<file path="src/rtl/irda_tx_mux_guarded.sv">
`default_nettype none
// ============================================================================
//  Module      : irda_tx_mux_guarded
//  Description : Registered IrDA transmit-output multiplexer. Selects one of
//                NCH encoder outputs, optionally ORs in the SIP pulse
//                generator, and holds the pad idle for GUARD_CYC cycles
//                whenever transmission starts or the selected mode changes.
//
//  Parameters  : NCH       - number of encoder channels (2..16)
//                SEL_W     - mode select width, 2**SEL_W >= NCH
//                GUARD_CYC - pad-idle guard length in clk cycles (>= 1)
//
//  Ports       : clk           core clock, rising edge
//                wb_rst_n      asynchronous active-low reset
//                enc_i         encoder outputs, bit k = channel k
//                sip_gen_i     SIP pulse generator output
//                sip_mask_i    bit k = 1 ORs sip_gen_i into channel k
//                tx_select_i   transmit enable
//                mode_sel_i    requested channel index
//                tx_invert_i   pad inversion (IRDA_TX_INVERT_EN builds only)
//                tx_pad_o      registered pad output
//                guard_o       high while the guard interval runs
//                active_sel_o  channel currently latched
//
//  Build macro : IRDA_TX_INVERT_EN - adds tx_invert_i; pad register loads
//                its next value XOR tx_invert_i in every state.
//
//  Revision    : 1.0 - initial release
// ============================================================================
module irda_tx_mux_guarded #(
    parameter int NCH       = 4,
    parameter int SEL_W     = 2,
    parameter int GUARD_CYC = 16
) (
    input  logic             clk,
    input  logic             wb_rst_n,
    input  logic [NCH-1:0]   enc_i,
    input  logic             sip_gen_i,
    input  logic [NCH-1:0]   sip_mask_i,
    input  logic             tx_select_i,
    input  logic [SEL_W-1:0] mode_sel_i,
`ifdef IRDA_TX_INVERT_EN
    input  logic             tx_invert_i,
`endif
    output logic             tx_pad_o,
    output logic             guard_o,
    output logic [SEL_W-1:0] active_sel_o
);

    localparam int                c_cnt_w      = $clog2(GUARD_CYC + 1);
    localparam logic [c_cnt_w-1:0] c_guard_load = c_cnt_w'(GUARD_CYC - 1);

    typedef enum logic [1:0] {
        S_OFF   = 2'd0,
        S_GUARD = 2'd1,
        S_ON    = 2'd2
    } state_t;

    state_t             state_q, state_d;
    logic [c_cnt_w-1:0] cnt_q, cnt_d;
    logic [SEL_W-1:0]   active_sel_q, active_sel_d;
    logic               pad_q, pad_d;
    logic               guard_q, guard_d;

    logic               w_chan_bit;
    logic               w_mode_chg;
    logic               w_pad_base;

    // Channel mux. An index at or beyond NCH matches no channel, so the
    // selected value stays 0 and the pad remains idle.
    always_comb begin
        w_chan_bit = 1'b0;
        for (int k = 0; k < NCH; k++) begin
            if (active_sel_q == SEL_W'(k)) begin
                w_chan_bit = enc_i[k] | (sip_gen_i & sip_mask_i[k]);
            end
        end
    end

    assign w_mode_chg = (mode_sel_i != active_sel_q);

    // Next state. Priority inside GUARD/ON: disable, then mode change,
    // then guard expiry.
    always_comb begin
        state_d      = state_q;
        cnt_d        = cnt_q;
        active_sel_d = active_sel_q;

        case (state_q)
            S_OFF: begin
                if (tx_select_i) begin
                    state_d      = S_GUARD;
                    active_sel_d = mode_sel_i;
                    cnt_d        = c_guard_load;
                end
            end
            S_GUARD: begin
                if (!tx_select_i) begin
                    state_d = S_OFF;
                    cnt_d   = '0;
                end else if (w_mode_chg) begin
                    active_sel_d = mode_sel_i;
                    cnt_d        = c_guard_load;
                end else if (cnt_q == '0) begin
                    state_d = S_ON;
                end else begin
                    cnt_d = cnt_q - c_cnt_w'(1);
                end
            end
            S_ON: begin
                if (!tx_select_i) begin
                    state_d = S_OFF;
                    cnt_d   = '0;
                end else if (w_mode_chg) begin
                    state_d      = S_GUARD;
                    active_sel_d = mode_sel_i;
                    cnt_d        = c_guard_load;
                end
            end
            default: begin
                state_d = S_OFF;
                cnt_d   = '0;
            end
        endcase

        // Outputs are registered from the next state, so the pad carries
        // data from the very edge that enters ON and is idle from the edge
        // that leaves it. active_sel_q equals active_sel_d whenever the
        // next state is ON.
        w_pad_base = (state_d == S_ON) ? w_chan_bit : 1'b0;
`ifdef IRDA_TX_INVERT_EN
        pad_d      = w_pad_base ^ tx_invert_i;
`else
        pad_d      = w_pad_base;
`endif
        guard_d    = (state_d == S_GUARD);
    end

    always_ff @(posedge clk or negedge wb_rst_n) begin
        if (!wb_rst_n) begin
            state_q      <= S_OFF;
            cnt_q        <= '0;
            active_sel_q <= '0;
            pad_q        <= 1'b0;
            guard_q      <= 1'b0;
        end else begin
            state_q      <= state_d;
            cnt_q        <= cnt_d;
            active_sel_q <= active_sel_d;
            pad_q        <= pad_d;
            guard_q      <= guard_d;
        end
    end

    assign tx_pad_o     = pad_q;
    assign guard_o      = guard_q;
    assign active_sel_o = active_sel_q;

endmodule
`default_nettype wire

</file>
<file path="config.mk">
export PLATFORM = sky130hd
export DESIGN_NAME = irda_tx_mux_guarded
export DESIGN_NICKNAME = d
export VERILOG_FILES = /design/src/rtl/irda_tx_mux_guarded.sv
export SDC_FILE = /design/constraint.sdc
export NUM_CORES = 1
export LEC_CHECK = 0
export BUFFER_PORTS_ARGS = -buffer_cell sky130_fd_sc_hd__buf_2
export CAP_MARGIN = 20
export CORE_MARGIN = 5
export CORE_UTILIZATION = 46
export DETAILED_ROUTE_END_ITERATION = 10
export PLACE_DENSITY = 0.73
export SYNTH_ARGS = -nofsm -noshare
export SYNTH_HDL_FRONTEND = slang
export SYNTH_SLANG_ARGS = --single-unit
</file>
<file path="constraint.sdc">
create_clock -name clk -period 1.9 [get_ports clk]
set_input_delay 0.095 -clock clk [delete_from_list [all_inputs] [get_ports clk]]
set_output_delay 0.095 -clock clk [all_outputs]
set_load 0.03 [all_outputs]
</file>
==> reports/metrics.yaml, run 1 <==
finalMaxSlewViolations: 0
core_mm2: 0.001559
cts-htree-levels: 1
die_y_um: 51
leakage_nw: 0.4593
path_class: "reg -> reg"
synth_mux_area_frac: 0.09223
multi_input_area_um2: 481.7
switching_share: 0.4312
power.density_mw_per_mm2: 1446
min_period_over_period: 0.9226
synth_cell_types: 30
crit_arrival_ns: 1.91
synth-adder-area-share: 0.08091
holdCritPathClass: "in -> reg"
synth_top_family_by_area: "compound AO/OA/AOI/OAI gates"
sequentialPowerShare: 0.294
clock-sinks: 11
seq_area_um2: 275.3
synth-xor-area-share: 0.02265
synth_top_area_frac: 0.3560
setup_viol: 0
synth-compound-area-share: 0.2896
ir_drop_mv: 0.8782
antenna_found_initial: 0
root_buffer: "clkbuf_4"
p_comb_frac: 0.592
dieArea_mm2: 0.002601
routed_wl_um: 1727
die_x_um: 51
post_drt_wl_per_cell_um: 13.71
final_hold_viol_count: 0
pwr-share-clk: 0.113
netlist_instances: 82
max_freq_ghz: 0.5704
synth-seq-cells: 11
yosys.area.top_type: "dfrtp_1"
synth_edf_count: 0
grt_use_total: 0.1564
crit_required_ns: 2.06
drc: 0
postSynthAreaPerCell_um2: 9.430
rsz0062_at_grt: "false"
cts_buffers: 3
power_mw: 1.424
finClkSkew_ns: 0.0008808
fin_crit_ns: 1.753
synth_area_leaders: "dfrtp_1 (36%), ha_1 (8.1%), a21oi_1 (6.5%), mux2_2 (5.8%), inv_1 (4.4%)"
fill_cells: 138
syn_area_um2: 773.2
grt_max_degree: 12
rows: 14
cp_max_fo: 5
drt_pass1_iterations: 4
worst_pin_slew_ns: 0.4768
syn_nets: 101
p_int_mw: 0.8099
path_clk_slew_ns: 0.07
tns_ns: 0
via_per_inst: 5.810
place_congestion: 0.8129
initial_core_util: 0.4960
drv_cap: 0
status: "finished, final reports clean"
area_growth_pct: 27.35
drive_gt1_frac: 0.3273
crit_path_start_kind: "flop"
tritoncts: "built"
synthSimpleGateAreaFrac: 0.1100
grt_pass1_wl_um: 3036
p_switching_mw: 0.6141
nets: 130
portBuffers: 17
endpoint_kind: "flop"
detail-route-antenna-nets: 0
maxSlewHeadroom: 0.6739
ioPinCount: 18
clock_latency_ns: 0.27
async_flop_share: 1.000
vias: 732
regToRegSetupSlack_ns: 0.15
drt-initial-drc-count: 20
yosysSeqAreaShare: 0.3560
synthFlopType: "dfrtp_1"
place_hpwl_um: 1335
clockBufferDepth: 2
n_antenna_cell: 0
overflow: 0
ys_warn_count: 0
grt_pass1_vias: 695
state kept, by name, indices dropped and copies added (netlist names):
signal and flops:
cnt_q 5, active_sel_o 2, state_q 2, guard_o 1
tx_pad_o 1
timing repair:
item	4_1_cts	5_1_grt
hold endpoints to repair	11	0
hold buffers	1	0
pin swaps	0	1
setup endpoints to repair	1	4
gates resized for setup	1	3
setup buffers	0	0
path summary, 6_finish.rpt:
check | from | endpoint | cells after the start
max reg2reg | cnt_q[0] | cnt_q[1] | 6
max | cnt_q[0] | cnt_q[1] | 6
min in group asynchronous | wb_rst_n | active_sel_o[1] | 2
max in group asynchronous | wb_rst_n | cnt_q[3] | 2
min reg2reg | cnt_q[4] | cnt_q[4] | 1
min | mode_sel_i[0] | active_sel_o[0] | 2
worst max-delay path, stage by stage, from the launching register on:
cell and delay (ns):
dfrtp_1 0.41, inv_1 0.07, ha_1 0.21, nor4b_4 0.28, a21oi_2 0.13, o21bai_4 0.19
mux2_2 0.35
routing by layer:
metal,track usage,share of wire,routed length (um),vias up
li1,-,-,-,363
met1,0.2086,0.47,812,338
met3,0.03779,0.060,103,5
met2,0.2275,0.45,773,26
met5,0,0,0,-
met4,0.09417,0.022,38,0
synthesized netlist by cell type (2+ instances only):
library cell  number
a21oi_1           10
a2bb2oi_1          2
a31oi_1            3
a41oi_1            3
dfrtp_1           11
ha_1               5
inv_1              9
mux2_2             4
nand2_1            4
nor2_1             2
nor3_1             2
o21a_1             3
o21ai_0            6
xnor2_1            2
placed cells by master, fill, tap and decap left out, types with 2 or more instances in the layout:
cell type	n
o21ai_0	6
a2bb2oi_1	2
buf_2	17
mux2_2	4
nand2_1	4
nor2_1	2
o21a_1	3
dfrtp_1	11
buf_4	7
xnor2_1	2
inv_1	9
ha_1	5
nor3_1	2
a31oi_1	3
clkbuf_4	3
a21oi_1	9
a41oi_1	3
per-stage QoR:
| step | util | instance area (um^2) | hold WS, ns | std cells | setup slack [ns] |
|---|---|---|---|---|---|
| final | 0.6316 | 984.7 | 0.07762 | 126 | 0.1470 |
| after global routing | 0.6316 | 984.7 | 0.07183 | 126 | 0.02937 |
| after CTS | 0.6220 | 969.7 | 0.07683 | 126 | 0.1104 |
| after detailed placement | 0.5947 | 927.1 | -0.01996 | 121 | 0.01340 |
| after global placement | 0.5947 | 927.1 | -0.02548 | 121 | 0.09290 |
| after floorplan | - | 773.2 | -0.2006 | 82 | 0.07516 |
kinds of logic after synthesis:
| logic type | after synthesis |
|---|---|
| xor gates and xnor gates | 2 |
| buffers and inverters | 10 |
| and+or+nand+nor | 16 |
| DFF | 11 |
| muxes | 5 |
| AOI/OAI and AO/OA | 33 |
| adders and majority gates | 5 |
layout make-up:
type	count	area share
Timing Repair Buffer	25	0.1499
Multi-Input combinational cell	61	0.4892
Clock buffer	4	0.02668
Inverter	9	0.03431
Sequential cell	11	0.2795
Tap cell	16	0.02033
power by group through the flow:
| stage | Sequential [mW] | Clock, mW | Combinational [mW] |
|---|---|---|---|
| detailed placement | 0.412 | 0 | 0.816 |
| global placement | 0.408 | 0 | 0.804 |
| finish | 0.419 | 0.162 | 0.843 |
| global route | 0.435 | 0.185 | 0.928 |
| CTS | 0.412 | 0.164 | 0.826 |
| floorplan | 0.459 | 0 | 0.511 |
(Power assumes the default switching activity.)
==> run 2, diff against run 1 <==
Settings changed: PLACE_DENSITY 0.73 to not set, PLACE_DENSITY_LB_ADDON set to 0.05.
==> reports/metrics.yaml, run 2 (synthesized netlist as in run 1, its figures left out) <==
status: "finished, final reports clean"
dieArea_mm2: 0.002601  # unchanged
worst_pin_slew_ns: 0.4273  # -0.04954 ns
power.density_mw_per_mm2: 1453  # +0.51%
drt_pass1_iterations: 4  # unchanged
leakage_nw: 0.4558  # -0.76%
routed_wl_um: 1674  # -3.1%
holdCritPathClass: "in -> reg"
post_drt_wl_per_cell_um: 13.29  # -3.1%
finClkSkew_ns: 0.004276  # +0.003395 ns
setup_viol: 0  # unchanged
core_mm2: 0.001559  # unchanged
regMostFlops: "cnt_q"
grt_use_total: 0.1441  # -0.01230
die_x_um: 51  # unchanged
area_growth_pct: 25.40
drv_cap: 0  # unchanged
endpoint_kind: "flop"
clockBufferDepth: 2  # unchanged
vias: 725  # -0.96%
mostFrequentLayoutCell: "buf_2"
fin_area_um2: 969.7  # -1.5%
ir_drop_mv: 0.8905  # +1.4%
crit_required_ns: 2.04  # -0.02 ns
drc: 0  # unchanged
post_cts_buffers: 0  # unchanged
grt_max_degree: 12  # unchanged
largest_reg_flops: 5  # unchanged
path_class: "reg -> reg"
dpl.cell_count: 121  # unchanged
ioPinCount: 18  # unchanged
drive_gt1_frac: 0.3091  # -0.01818
overflow: 0  # unchanged
crit_arrival_ns: 1.92  # about the same
clock-sinks: 11  # unchanged
nets: 130  # unchanged
root_buffer: "clkbuf_4"
rows: 14  # unchanged
clock_latency_ns: 0.26  # about the same
layout_common_cells: "buf_2 (17), dfrtp_1 (11), a21oi_1 (10), inv_1 (9), buf_4 (7)"
initial_core_util: 0.4960  # unchanged
finalNonFillerCells: 126  # unchanged
grt_pass1_vias: 698  # +0.43%
fin_crit_ns: 1.775  # +0.02151 ns
place_congestion: 0.8732  # +7.4%
cts_buffers: 3  # unchanged
drt-initial-drc-count: 15  # -25%
portBuffers: 17  # unchanged
cts-htree-levels: 1  # unchanged
tritoncts: "built"
rsz0062_at_grt: "false"
crit_path_start_kind: "flop"
die_y_um: 51  # unchanged
cp_max_fo: 6  # +1
max_freq_ghz: 0.5635  # -1.2%
finalMaxSlewViolations: 0  # unchanged
postPlaceCellArea_um2: 927.1  # unchanged
final_hold_viol_count: 0  # unchanged
min_period_over_period: 0.9340  # +0.01132
tns_ns: 0  # unchanged
n_antenna_cell: 0  # unchanged
antenna_found_initial: 0  # unchanged
place_hpwl_um: 1401  # +5.0%
power_mw: 1.409  # -1.0%
maxSlewHeadroom: 0.7078  # +0.03388
grt_pass1_wl_um: 2967  # -2.3%
detail-route-antenna-nets: 0  # unchanged
via_per_inst: 5.754  # -0.96%
path_clk_slew_ns: 0.06  # about the same
[run 2: path summary, 6_finish.rpt]
check / end / slack [ns] / depth (start not counted) / start
min in group asynchronous: state_q[0] / 0.22 / 2 / wb_rst_n
setup reg to reg: cnt_q[0] / 0.13 / 7 / state_q[0]
hold / removal: active_sel_o[1] / 0.09 / 2 / mode_sel_i[1]
hold reg to reg: cnt_q[4] / 0.53 / 1 / cnt_q[4]
setup / recovery: cnt_q[0] / 0.13 / 7 / state_q[0]
max in group asynchronous: cnt_q[2] / 1.48 / 2 / wb_rst_n
[run 2: routing by layer]
layer / up-vias / share of wire / global-route usage
li1: 364 / - / -
met1: 332 / 0.47 / 0.2000
met2: 23 / 0.46 / 0.2189
met3: 6 / 0.044 / 0.02035
met4: 0 / 0.025 / 0.07175
met5: - / 0 / 0
[run 2: where the power goes]
group / total [mW] / internal [mW] / switching [mW]
Sequential: 0.415 / 0.323 / 0.0915
Combinational: 0.846 / 0.394 / 0.452
Clock: 0.149 / 0.0810 / 0.0679
[run 2: area by class of cell]
class,instances,area [um^2]
Sequential cell,11,275.3
Inverter,9,33.78
Timing Repair Buffer,25,147.6
Multi-Input combinational cell,61,466.7
Tap cell,16,20.02
Fill cell,138,589.3
Clock buffer,4,26.28
[run 2: repair_timing]
action | in CTS | in global routing
gates resized for setup | 0 | 1
endpoints found under the hold margin | 11 | 0
hold buffers | 1 | 0
setup endpoints to repair | 0 | 3
[run 2: through the flow]
| stage | utilization | hold slack, ns | setup slack, ns |
|---|---|---|---|
| after global routing | 0.6220 | 0.1045 | 0.006139 |
| after detailed placement | 0.5947 | -0.02469 | 0.02282 |
| after global placement | 0.5947 | -0.02934 | 0.1154 |
| after floorplan | - | -0.2006 | 0.07516 |
| final | 0.6220 | 0.09075 | 0.1255 |
| after CTS | 0.6180 | 0.08543 | 0.004243 |
[run 2: worst max-delay path, stage by stage, from the launching register on]
cell and delay [ns]:
dfrtp_1 0.37, inv_1 0.10, ha_1 0.23, buf_4 0.16, a21oi_1 0.20, and3_2 0.26, a21oi_1 0.07, mux2_2 0.27
==> run 3, diff against run 2 <==
Settings changed: SETUP_SLACK_MARGIN set to 0.3.
==> reports/metrics.yaml, run 3 (synthesized netlist as in run 1, its figures left out) <==
status: "finished, final reports clean"
grt_use_total: 0.1817  # +0.03757
post_drt_wl_per_cell_um: 16.03  # +21%
area_growth_pct: 44.34
antenna_found_initial: 0  # unchanged
drt_pass1_iterations: 4  # unchanged
min_period_over_period: 0.8558  # -0.07820
min_delay_path_depth: 2  # unchanged
leakage_nw: 0.4935  # +8.3%
worst_pin_slew_ns: 0.4013  # -0.02597 ns
reg2reg_depth: 6  # -1
place_congestion: 0.8420  # -3.6%
routed_wl_um: 2068  # +24%
layout_common_cells: "buf_2 (17), buf_4 (10), a21oi_1 (8), dfrtp_1 (7), inv_1 (6)"
clock-sinks: 11  # unchanged
maxSlewHeadroom: 0.7318  # +0.02401
crit_arrival_ns: 1.78  # -0.14 ns
dieArea_mm2: 0.002601  # unchanged
crit_path_start_kind: "flop"
cts-htree-levels: 1  # unchanged
path_clk_slew_ns: 0.07  # about the same
portBuffers: 17  # unchanged
grt_max_degree: 12  # unchanged
die_x_um: 51  # unchanged
ioPinCount: 18  # unchanged
mostFrequentLayoutCell: "buf_2"
slowest_delay_ns: 0.38  # about the same
max_freq_ghz: 0.6150  # +9.1%
rsz0062_at_grt: "true"
nets: 133  # +2.3%
setup_viol: 0  # unchanged
regToRegSetupSlack_ns: 0.27  # +0.15 ns
crit_required_ns: 2.06  # +0.02 ns
drt-initial-drc-count: 5  # -10
via_per_inst: 5.907  # +2.7%
hp-start: "mode_sel_i[1]"
critPathSlowestCell: "dfrtp_1"
endpoint_kind: "flop"
drive_gt1_frac: 0.4779  # +0.1688
r2r_end: "cnt_q[1]"
cp_cell_sequence: "inv_1 > ha_2 > nor4b_4 > a21oi_2 > o21bai_4 > mux2_4"
regMostFlops: "cnt_q"
grt_pass1_vias: 769  # +10%
clock_latency_ns: 0.27  # about the same
cts_buffers: 3  # unchanged
detail-route-antenna-nets: 0  # unchanged
ir_drop_mv: 0.7919  # -11%
overflow: 0  # unchanged
holdCritPathClass: "in -> reg"
drc: 0  # unchanged
fin_crit_ns: 1.626  # -0.1486 ns
root_buffer: "clkbuf_4"
finish.utilization: 0.7159  # +0.09390
die_y_um: 51  # unchanged
place_hpwl_um: 1437  # +2.6%
r2r-start: "cnt_q[0]"
clockBufferDepth: 2  # unchanged
cp_max_fo: 4  # -2
tritoncts: "built"
finalMaxSlewViolations: 0  # unchanged
largest_reg_flops: 5  # unchanged
grt_pass1_wl_um: 3581  # +21%
hold-path-endpoint: "active_sel_o[1]"
tns_ns: 0  # unchanged
finClkSkew_ns: 0.005193  # +0.0009170 ns
drv_cap: 0  # unchanged
path_class: "reg -> reg"
core_mm2: 0.001559  # unchanged
initial_core_util: 0.4960  # unchanged
fill_cells: 122  # -12%
final_hold_viol_count: 0  # unchanged
rows: 14  # unchanged
power.density_mw_per_mm2: 1485  # +2.2%
n_antenna_cell: 0  # unchanged
vias: 762  # +5.1%
==> run 3: report_power, final <==
group	leakage (nW)	switching, mW	internal (mW)
clock network	0.0150	0.0811	0.0812
logic	0.350	0.516	0.532
registers	0.128	0.119	0.329
total	0.493	0.716	0.942
==> run 3: timing repair <==
item                                    CTS  global route
gates resized for setup                  13             8
hold endpoints to repair                 11             0
pin swaps                                 3             6
setup buffers                             7             2
hold buffers                              1             0
endpoints found under the setup margin    7            10
==> run 3: worst max-delay path: cells and delay by family (launching register included) <==
family	cells	cell delay, ns
DFF	1	0.38
and+or+nand+nor	1	0.26
buffers and inverters	1	0.06
adders and majority gates	1	0.17
AOI/OAI and AO/OA	2	0.32
muxes	1	0.32
==> run 3: how the worst max path moves through the flow <==
| stage | startpoint | endpoint | slack, ns | cells past startpoint |
|---|---|---|---|---|
| floorplan | state_q[0] | cnt_q[0] | 0.30 | 6 |
| global placement | state_q[0] | tx_pad_o | 0.12 | 6 |
| detailed placement | state_q[0] | tx_pad_o | 0.09 | 6 |
| CTS | cnt_q[1] | cnt_q[1] | 0.25 | 6 |
| global route | cnt_q[1] | cnt_q[1] | 0.19 | 6 |
| finish | cnt_q[0] | cnt_q[1] | 0.27 | 6 |
==> run 3: area by class of cell <==
class / instances / area [um^2] / share of cell area
multi-input cells: 61 / 583.1 / 0.5224
repair buffers: 28 / 170.2 / 0.1525
clock buffers: 4 / 26.28 / 0.02354
flip-flops and latches: 11 / 280.3 / 0.2511
well taps: 16 / 20.02 / 0.01794
inverters: 9 / 36.28 / 0.03251
==> run 3: layer usage <==
| metal | track usage | up-vias | routed length, um |
|---|---|---|---|
| met5 | 0 | - | 0 |
| met4 | 0.07623 | 0 | 28 |
| met3 | 0.02326 | 4 | 92 |
| met1 | 0.2491 | 368 | 925 |
| li1 | - | 370 | - |
| met2 | 0.2876 | 20 | 1021 |
==> run 3: metrics by stage <==
step,power [mW],std cells,area [um^2],setup slack [ns],hold slack [ns]
2_1_floorplan,1.059,82,837.1,0.3025,-0.2006
3_3_place_gp,1.244,115,945.9,0.1187,-0.02508
3_5_place_dp,1.260,115,945.9,0.08657,-0.02206
4_1_cts,1.589,127,1085,0.2515,0.1494
5_1_grt,1.798,129,1116,0.1881,0.1548
6_report,1.657,129,1116,0.2741,0.1482
